$ cat src/rtl/branch_predictor.sv
// Fetch-stage branch predictor: 2-bit saturating BHT plus a direct-mapped tagged BTB,
// trained by resolution packets from the execute-stage branch resolver.
module branch_predictor #(
   parameter int ADDR_WIDTH  = 32,
   parameter int BHT_ENTRIES = 64,
   parameter int BTB_ENTRIES = 32,
   parameter int CNT_WIDTH   = 32
) (
   input  logic                  clk,
   input  logic                  rst_n,
   input  logic                  fetch_valid,
   input  logic [ADDR_WIDTH-1:0] fetch_pc,
   output logic                  predict_taken,
   output logic [ADDR_WIDTH-1:0] predict_target,
   input  logic                  update_valid,
   input  logic [ADDR_WIDTH-1:0] update_pc,
   input  logic                  update_taken,
   input  logic [ADDR_WIDTH-1:0] update_target,
   input  logic                  update_mispredict,
   output logic [CNT_WIDTH-1:0]  branch_count,
   output logic [CNT_WIDTH-1:0]  mispredict_count
);

   localparam int BHT_IDX_W = $clog2(BHT_ENTRIES);
   localparam int BTB_IDX_W = $clog2(BTB_ENTRIES);
   localparam int TAG_W     = ADDR_WIDTH - BTB_IDX_W - 2;
   localparam logic [CNT_WIDTH-1:0] CNT_MAX = '1;

   // Table state
   logic [1:0]            bht_reg        [BHT_ENTRIES];
   logic                  btb_valid_reg  [BTB_ENTRIES];
   logic [TAG_W-1:0]      btb_tag_reg    [BTB_ENTRIES];
   logic [ADDR_WIDTH-1:0] btb_target_reg [BTB_ENTRIES];

   logic [CNT_WIDTH-1:0]  branch_count_reg;
   logic [CNT_WIDTH-1:0]  mispredict_count_reg;

   // Fetch-side index/tag extraction
   logic [BHT_IDX_W-1:0]  fetch_bht_idx;
   logic [BTB_IDX_W-1:0]  fetch_btb_idx;
   logic [TAG_W-1:0]      fetch_tag;
   logic                  fetch_hit;
   logic [ADDR_WIDTH-1:0] fetch_seq_pc;

   // Update-side index/tag extraction
   logic [BHT_IDX_W-1:0]  upd_bht_idx;
   logic [BTB_IDX_W-1:0]  upd_btb_idx;
   logic [TAG_W-1:0]      upd_tag;
   logic [1:0]            bht_next;
   logic                  bht_we;
   logic                  btb_we;

   // Byte-offset bits of the resolved PC play no part in indexing or tagging.
   logic                  unused_upd_pc_bits;

   assign fetch_bht_idx = fetch_pc[BHT_IDX_W+1:2];
   assign fetch_btb_idx = fetch_pc[BTB_IDX_W+1:2];
   assign fetch_tag     = fetch_pc[ADDR_WIDTH-1:BTB_IDX_W+2];
   assign fetch_seq_pc  = fetch_pc + ADDR_WIDTH'(4);

   assign upd_bht_idx   = update_pc[BHT_IDX_W+1:2];
   assign upd_btb_idx   = update_pc[BTB_IDX_W+1:2];
   assign upd_tag       = update_pc[ADDR_WIDTH-1:BTB_IDX_W+2];

   assign unused_upd_pc_bits = ^update_pc[1:0];

   // Prediction reads table state directly; a same-cycle update is not bypassed.
   // Gating with rst_n keeps the output quiet while stale tables await the reset edge.
   always_comb begin
      fetch_hit      = fetch_valid & rst_n
                     & btb_valid_reg[fetch_btb_idx]
                     & (btb_tag_reg[fetch_btb_idx] == fetch_tag);
      predict_taken  = fetch_hit & bht_reg[fetch_bht_idx][1];
      predict_target = predict_taken ? btb_target_reg[fetch_btb_idx] : fetch_seq_pc;
   end

   // Saturating 2-bit counter step for the entry being trained
   always_comb begin
      bht_next = bht_reg[upd_bht_idx];
      if (update_taken) begin
         if (bht_reg[upd_bht_idx] != 2'b11) begin
            bht_next = bht_reg[upd_bht_idx] + 2'b01;
         end
      end else begin
         if (bht_reg[upd_bht_idx] != 2'b00) begin
            bht_next = bht_reg[upd_bht_idx] - 2'b01;
         end
      end
   end

   assign bht_we = update_valid;
   assign btb_we = rst_n & update_valid & update_taken;

   generate
      for (genvar gi = 0; gi < BHT_ENTRIES; gi++) begin : g_bht
         always_ff @(posedge clk) begin
            if (!rst_n) begin
               bht_reg[gi] <= 2'b01;
            end else if (bht_we && (upd_bht_idx == BHT_IDX_W'(gi))) begin
               bht_reg[gi] <= bht_next;
            end
         end
      end

      for (genvar gi = 0; gi < BTB_ENTRIES; gi++) begin : g_btb
         always_ff @(posedge clk) begin
            if (!rst_n) begin
               btb_valid_reg[gi] <= 1'b0;
            end else if (btb_we && (upd_btb_idx == BTB_IDX_W'(gi))) begin
               btb_valid_reg[gi] <= 1'b1;
            end
         end

         // Tag/target need no reset: they are only observed behind the valid bit.
         always_ff @(posedge clk) begin
            if (btb_we && (upd_btb_idx == BTB_IDX_W'(gi))) begin
               btb_tag_reg[gi]    <= upd_tag;
               btb_target_reg[gi] <= update_target;
            end
         end
      end
   endgenerate

   // Performance counters saturate at all-ones rather than wrapping.
   always_ff @(posedge clk) begin
      if (!rst_n) begin
         branch_count_reg     <= '0;
         mispredict_count_reg <= '0;
      end else if (update_valid) begin
         if (branch_count_reg != CNT_MAX) begin
            branch_count_reg <= branch_count_reg + CNT_WIDTH'(1);
         end
         if (update_mispredict && (mispredict_count_reg != CNT_MAX)) begin
            mispredict_count_reg <= mispredict_count_reg + CNT_WIDTH'(1);
         end
      end
   end

   assign branch_count     = branch_count_reg;
   assign mispredict_count = mispredict_count_reg;

endmodule

$ cat config.mk
export PLATFORM = sky130hd
export DESIGN_NAME = branch_predictor
export DESIGN_NICKNAME = d
export VERILOG_FILES = /design/src/rtl/branch_predictor.sv
export SDC_FILE = /design/constraint.sdc
export NUM_CORES = 2
export LEC_CHECK = 0
export BUFFER_PORTS_ARGS = -buffer_cell sky130_fd_sc_hd__buf_2
export CORE_ASPECT_RATIO = 0.5
export CORE_MARGIN = 1
export CORE_UTILIZATION = 60
export CTS_CLUSTER_DIAMETER = 60
export CTS_CLUSTER_SIZE = 28
export DETAILED_ROUTE_END_ITERATION = 8
export PLACE_DENSITY = 0.78
export SLEW_MARGIN = 25
export SYNTH_ARGS = -nofsm -noshare
export SYNTH_HDL_FRONTEND = slang
export SYNTH_SLANG_ARGS = --single-unit
$ cat constraint.sdc
create_clock -name clk -period 9.2 [get_ports clk]
set_input_delay 1.84 -clock clk [delete_from_list [all_inputs] [get_ports clk]]
set_output_delay 1.84 -clock clk [all_outputs]
set_load 0.05 [all_outputs]
; ---- Word level (Yosys, flattened, before mapping)
; Memory sizes are Yosys's and may differ from the RTL's.
; Cells that the tools add are included.
[op_classes]
eq_ne = 98
mux = 607
bitwise = 102
reduce_logical = 164
addsub = 5
[ops]
columns = op, count
row1 = $mux 32, 32
row2 = $reduce_or 32->1, 31
row3 = $mux 25, 31
row4 = $reduce_or 25->1, 31
row5 = $mux 1, 415
row6 = $mux 5, 62
row7 = $eq 6x6->1 const B, 32
row8 = $mux 2, 67
row9 = $logic_and 1x1->1, 97
row10 = $eq 6x5->1 const B, 16
row11 = $or 1x1->1, 96
row12 = $eq 5x5->1 const B, 16
row13 = $add 32x1->32 const B, 2
row14 = $ne 32x32->1 const B, 2
row15 = $eq 6x4->1 const B, 8
row16 = $eq 5x4->1 const B, 8
row17 = $add 32x3->32 const B, 1
row18 = $eq 25x25->1, 1
row19 = $eq 6x3->1 const B, 4
row20 = $eq 5x3->1 const B, 4
row21 = $eq 6x2->1 const B, 2
row22 = $eq 5x2->1 const B, 2
row23 = $and 1x1->1, 6
row24 = $eq 6x1->1 const B, 1
row25 = other kinds (8), 9
[totals]
ram_bits = 1984
n_memories = 4
reg_bits = 64
wordCells = 982
[memory_table]
columns = name, words, word_bits, rd, rd_ports_with_merged_regs, wr, line
row1 = btb_target_reg, 32, 32, 1, 0, 1, 33  ; logic [ADDR_WIDTH-1:0] btb_target_reg [BTB_ENTRIES];
row2 = btb_tag_reg, 32, 25, 1, 0, 1, 32  ; logic [TAG_W-1:0] btb_tag_reg [BTB_ENTRIES];
row3 = bht_reg, 64, 2, 2, 0, 64, 30  ; logic [1:0] bht_reg [BHT_ENTRIES];
row4 = btb_valid_reg, 32, 1, 1, 0, 32, 31  ; logic btb_valid_reg [BTB_ENTRIES];

; ---- Depth between registers and ports, before layout
[depth]
word_depth = 37
depth_mapped = 16
ltp_nobuf = 11

; ---- Least setup slack after synthesis
; No wires, ideal clock.
[synth_timing]
kind = input to output
from = input port fetch_pc[2]
to = output port predict_target[7]
path_slack_ps = 1744
path_stages = 13
path_buffers = 3
arrival_ps = 5616
required_ps = 7360
cell_sequence = buf_6 -> buf_6 -> buf_2 -> mux4_2 -> a22oi_1 -> nand2_1 -> o22ai_1 -> xor2_1 -> o2111ai_1 -> nor2_1 -> and4_1 -> a211oi_1 -> nor3b_1
[synth_via]
elab_chain_cells = 5
[synth_lines]
columns = element, line
row1 = from (decl), 12  ; input logic [ADDR_WIDTH-1:0] fetch_pc,
row2 = $mem_v2 32x25 or $mem_v2 32x1 (tied branches), n/a
row3 = $eq 25x25->1 or $and 1x1->1 (tied branches), "72, 71"
row4 = $and 1x1->1, 72  ; & (btb_tag_reg[fetch_btb_idx] == fetch_tag);
row5 = $and 1x1->1 (*), 73  ; predict_taken = fetch_hit & bht_reg[fetch_bht_idx][1];
row6 = via predict_taken, 13  ; output logic predict_taken,
row7 = $mux 32 (*), 74  ; predict_target = predict_taken ? btb_target_reg[fetch_btb_idx] : fetch_seq_pc;
row8 = to (decl), 14  ; output logic [ADDR_WIDTH-1:0] predict_target,
; Mark *: on every way through the listed nets, which the timed path passes. The rest lies on a longest branch.

; ---- Worst setup path in the final report
[layout_timing]
from = input port fetch_pc[5]
to = output port predict_target[13]
[layout_via]
elab_chain_cells = 5
[layout_lines]
columns = element, line
row1 = $mem_v2 32x25 or $mem_v2 32x1 (tied branches), n/a
row2 = $eq 25x25->1 or $and 1x1->1 (tied branches), "72, 71"
row3 = $and 1x1->1, 72
row4 = $and 1x1->1, 73
row5 = $mux 32 (*), 74
; Mark *: on every way between the ends. The rest lies on a longest branch, timed or not.

==> impl_metrics.py <==
metrics = {
    "outcome": {
        "status": "complete, no violations",
    },
    "sta": {
        "setup_viol": 0,
        "timing.final.crit_share": 0.928,
        "min_period_ps": 8540,
        "fin_skew_ps": 18.0,
        "fin_tns_setup_ps": 0,
        "grt_setup_unrepaired": "no",
        "tightest_slew_ps": 1130,
        "fmax_mhz": 117,
        "hold_viol": 0,
        "slew_viol_final": 0,
        "max_slew_margin": 0.244,
    },
    "clock_tree": {
        "cts_buffers": 86,
        "cts_hold_buf": 0,
        "h-tree-depth": 3,
        "cts_resized": 0,
        "clk_path_buf_depth": 3,
        "cts_tree": "yes",
        "clock_sinks": 2048,
        "root_buffer": "clkbuf_16",
        "postCtsSetupRepairBufs": 0,
        "cts.clk_slew.worst_paths_ps": 100,
        "clock_latency_ps": 750,
    },
    "worst_setup_path": {
        "rr_worst_depth": 7,
        "crit_fanout": 30,
        "worstPathRequired_ps": 7360,
        "worstSetupStartpointType": "input pin",
        "r2r_slack_ps": 5390,
        "cpPeakStageDelay_ps": 800,
        "crit_chain": "buf_6 > buf_4 > nand3_1 > o221ai_1 > a21oi_1 > a22o_1 > o21ai_0 > nand4_1 > nor2_1 > nand4_2 > buf_4 > a211oi_1 > a21oi_1 > buf_2",
        "cp-end-kind": "output port",
        "arrival_ps": 6700,
        "critical_path.slowest_cell": "o21ai_0",
        "worstSetupPathType": "input pin to output port",
        "r2r-start": "bht_reg[60][1]",
        "crit_family": "compound AO/OA/AOI/OAI gates",
        "worst-path-buf-inv": 4,
        "r2r-end": "bht_reg[25][0]",
        "crit_cells": 14,
    },
    "synth": {
        "ys.flop_type": "edfxtp_1",
        "seq_area_frac_synth": 0.743,
        "synthTopCellsByCount": "1983 x edfxtp_1, 512 x mux4_2, 228 x nand2_1",
        "yosysMostFrequentCell": "edfxtp_1",
        "synth_area_leaders": "edfxtp_1 73%, mux4_2 14%, mux2i_1 2.1%, dfxtp_1 1.6%, nand2_1 1.0%",
        "synth_nets": 4235,
        "avgSynthCellArea_um2": 19.8,
        "ys_async_sr_fraction": 0,
        "yosys_warnings": 0,
        "yosys_register_bits": 2048,
        "synth_top_cell_by_area": "edfxtp_1",
        "synth_top_area_share": 0.727,
        "synth_edf_count": 1983,
        "synth_area_um2": 81900,
        "netlist_instances": 4130,
        "synth_cell_types": 62,
    },
    "detailed_routing": {
        "dr.pass1.iters": 6,
        "drcViolationCount": 0,
        "dr_total_vias": 42500,
        "wirelength_um": 201000,
        "dr.first_iter.drc_count": 6535,
        "viasPerCell": 6.93,
        "wire_per_inst_um": 32.8,
        "final_antenna_net_count": 0,
    },
    "floorplanning": {
        "dieArea_um2": 138000,
        "fp.dieH_um": 263,
        "die_w_um": 524,
        "num_io_pins": 199,
        "num_rows": 95,
        "core-area_um2": 135000,
        "floorplan.initialDensity": 0.607,
    },
    "pwr": {
        "p_clk_frac": 0.289,
        "p_comb_frac": 0.063,
        "seq_power_share": 0.648,
        "p_switching_w": 0.00341,
        "p_leak_nw": 27.5,
        "p_int_w": 0.0125,
        "power.total_w": 0.0159,
        "power_density_nw_per_um2": 180,
        "swShare": 0.215,
        "max-vdd-ir-drop_mv": 0.172,
    },
    "global_routing": {
        "grt_max_degree": 144,
        "busiest_layer": "met2",
        "antenna_found_initial": 12,
        "use_met3": 0.0609,
        "grt_pass1_vias": 42000,
        "globalRouteTotalUtil": 0.292,
        "grt_overflow_total": 0,
        "met1_usage": 0.412,
        "grtUsageMet2": 0.463,
        "grt_pass1_wl_um": 288000,
    },
    "job": {
        "maxCapViolCount": 0,
    },
    "place": {
        "place.gp.congestion": 0.857,
        "post-dp-hpwl_um": 113000,
        "port_buffers": 196,
        "dp_cells": 6000,
        "placed_cell_area_um2": 85400,
    },
    "finish": {
        "fin_area_um2": 87900,
        "drive_above_1_share": 0.232,
        "synthToLayoutAreaGrowth_pct": 7.41,
        "largest_reg_flops": 1024,
        "final_cell_count_no_fill": 6125,
        "utilization": 0.652,
        "nets": 4399,
    },
    "hold_path": {
        "worstHoldEndpoint": "btb_valid_reg[16]",
        "hp-class": "flop to flop",
        "holdCritStartpoint": "btb_valid_reg[16]",
        "hold_depth": 1,
    },
}
[logic make-up (layout without fill, tap and decap cells)]
family	count (synthesis)	after routing	synth area share
AO/OA/AOI/OAI	303	303	0.0248
AND/OR/NAND/NOR	734	734	0.0427
XOR/XNOR	96	96	0.0103
flip-flops	2048	2048	0.743
buffers and inverters	251	442	0.0151
adder cells (fa/ha/maj)	5	5	0.000718
multiplexers	693	693	0.163
other	0	10	0
[through the flow]
step / worst slack, ps / hold WS, ps
2_1_floorplan: 1740 / 426
3_3_place_gp: 968 / 444
3_5_place_dp: 793 / 455
4_1_cts: 797 / 507
5_1_grt: 613 / 530
6_report: 660 / 519
[layout make-up]
class / count / area (um^2)
Antenna cell: 10 / 25.0
Tap cell: 1794 / 2240
Clock buffer: 96 / 2230
Sequential cell: 2048 / 60800
Clock inverter: 19 / 248
Inverter: 7 / 27.5
Timing Repair Buffer: 320 / 2240
Fill cell: 8536 / 46800
Multi-Input combinational cell: 1831 / 20100
[layout by cell type, fill, tap and decap left out, drive strengths merged, types with 4 or more instances in the layout]
cell / instances
a211o: 8
a211oi: 36
a21boi: 17
a21oi: 53
a221oi: 14
a22oi: 33
and2: 84
and3: 17
and4: 8
buf: 320
clkbuf: 96
clkinv: 11
dfxtp: 65
diode: 10
edfxtp: 1983
inv: 13
mux2: 13
mux2i: 168
mux4: 512
nand2: 229
nand2b: 12
nand3: 107
nand4: 20
nor2: 171
nor2b: 29
nor3: 21
nor4: 4
o21ai: 68
o221ai: 33
o22ai: 23
or3: 19
xnor2: 59
xor2: 37
[layer usage]
layer  vias to the layer above  part of all wire
met4                         2             0.038
met2                      2928              0.47
met3                       422              0.12
li1                      17100                 -
met1                     22100              0.36
met5                         -         0.0000050
[worst max path at each step]
stage	slack, ps	startpoint	to
after floorplan	1740	fetch_pc[2]	predict_target[7]
after global placement	970	fetch_pc[5]	predict_target[13]
after detailed placement	790	fetch_pc[2]	predict_target[13]
after CTS	800	fetch_pc[2]	predict_target[13]
after global routing	610	fetch_pc[2]	predict_target[13]
final	660	fetch_pc[5]	predict_target[13]
[power groups by stage]
stage / clock network [W] / logic, W / registers, W
floorplan: 0 / 0.000629 / 0.0105
global placement: 0 / 0.000960 / 0.0105
detailed placement: 0 / 0.000987 / 0.0105
CTS: 0.00461 / 0.000991 / 0.0103
global route: 0.00489 / 0.00105 / 0.0103
finish: 0.00458 / 0.00100 / 0.0103
[worst register-to-register path, stage by stage, from the launching register on]
cell      delay, ps
edfxtp_1        420
mux4_2          490
mux4_2          520
mux4_2          500
maj3_2          330
nor2b_4         640
buf_4           480
nand3_1         140
No activity file was read; power rests on OpenSTA's default activity.
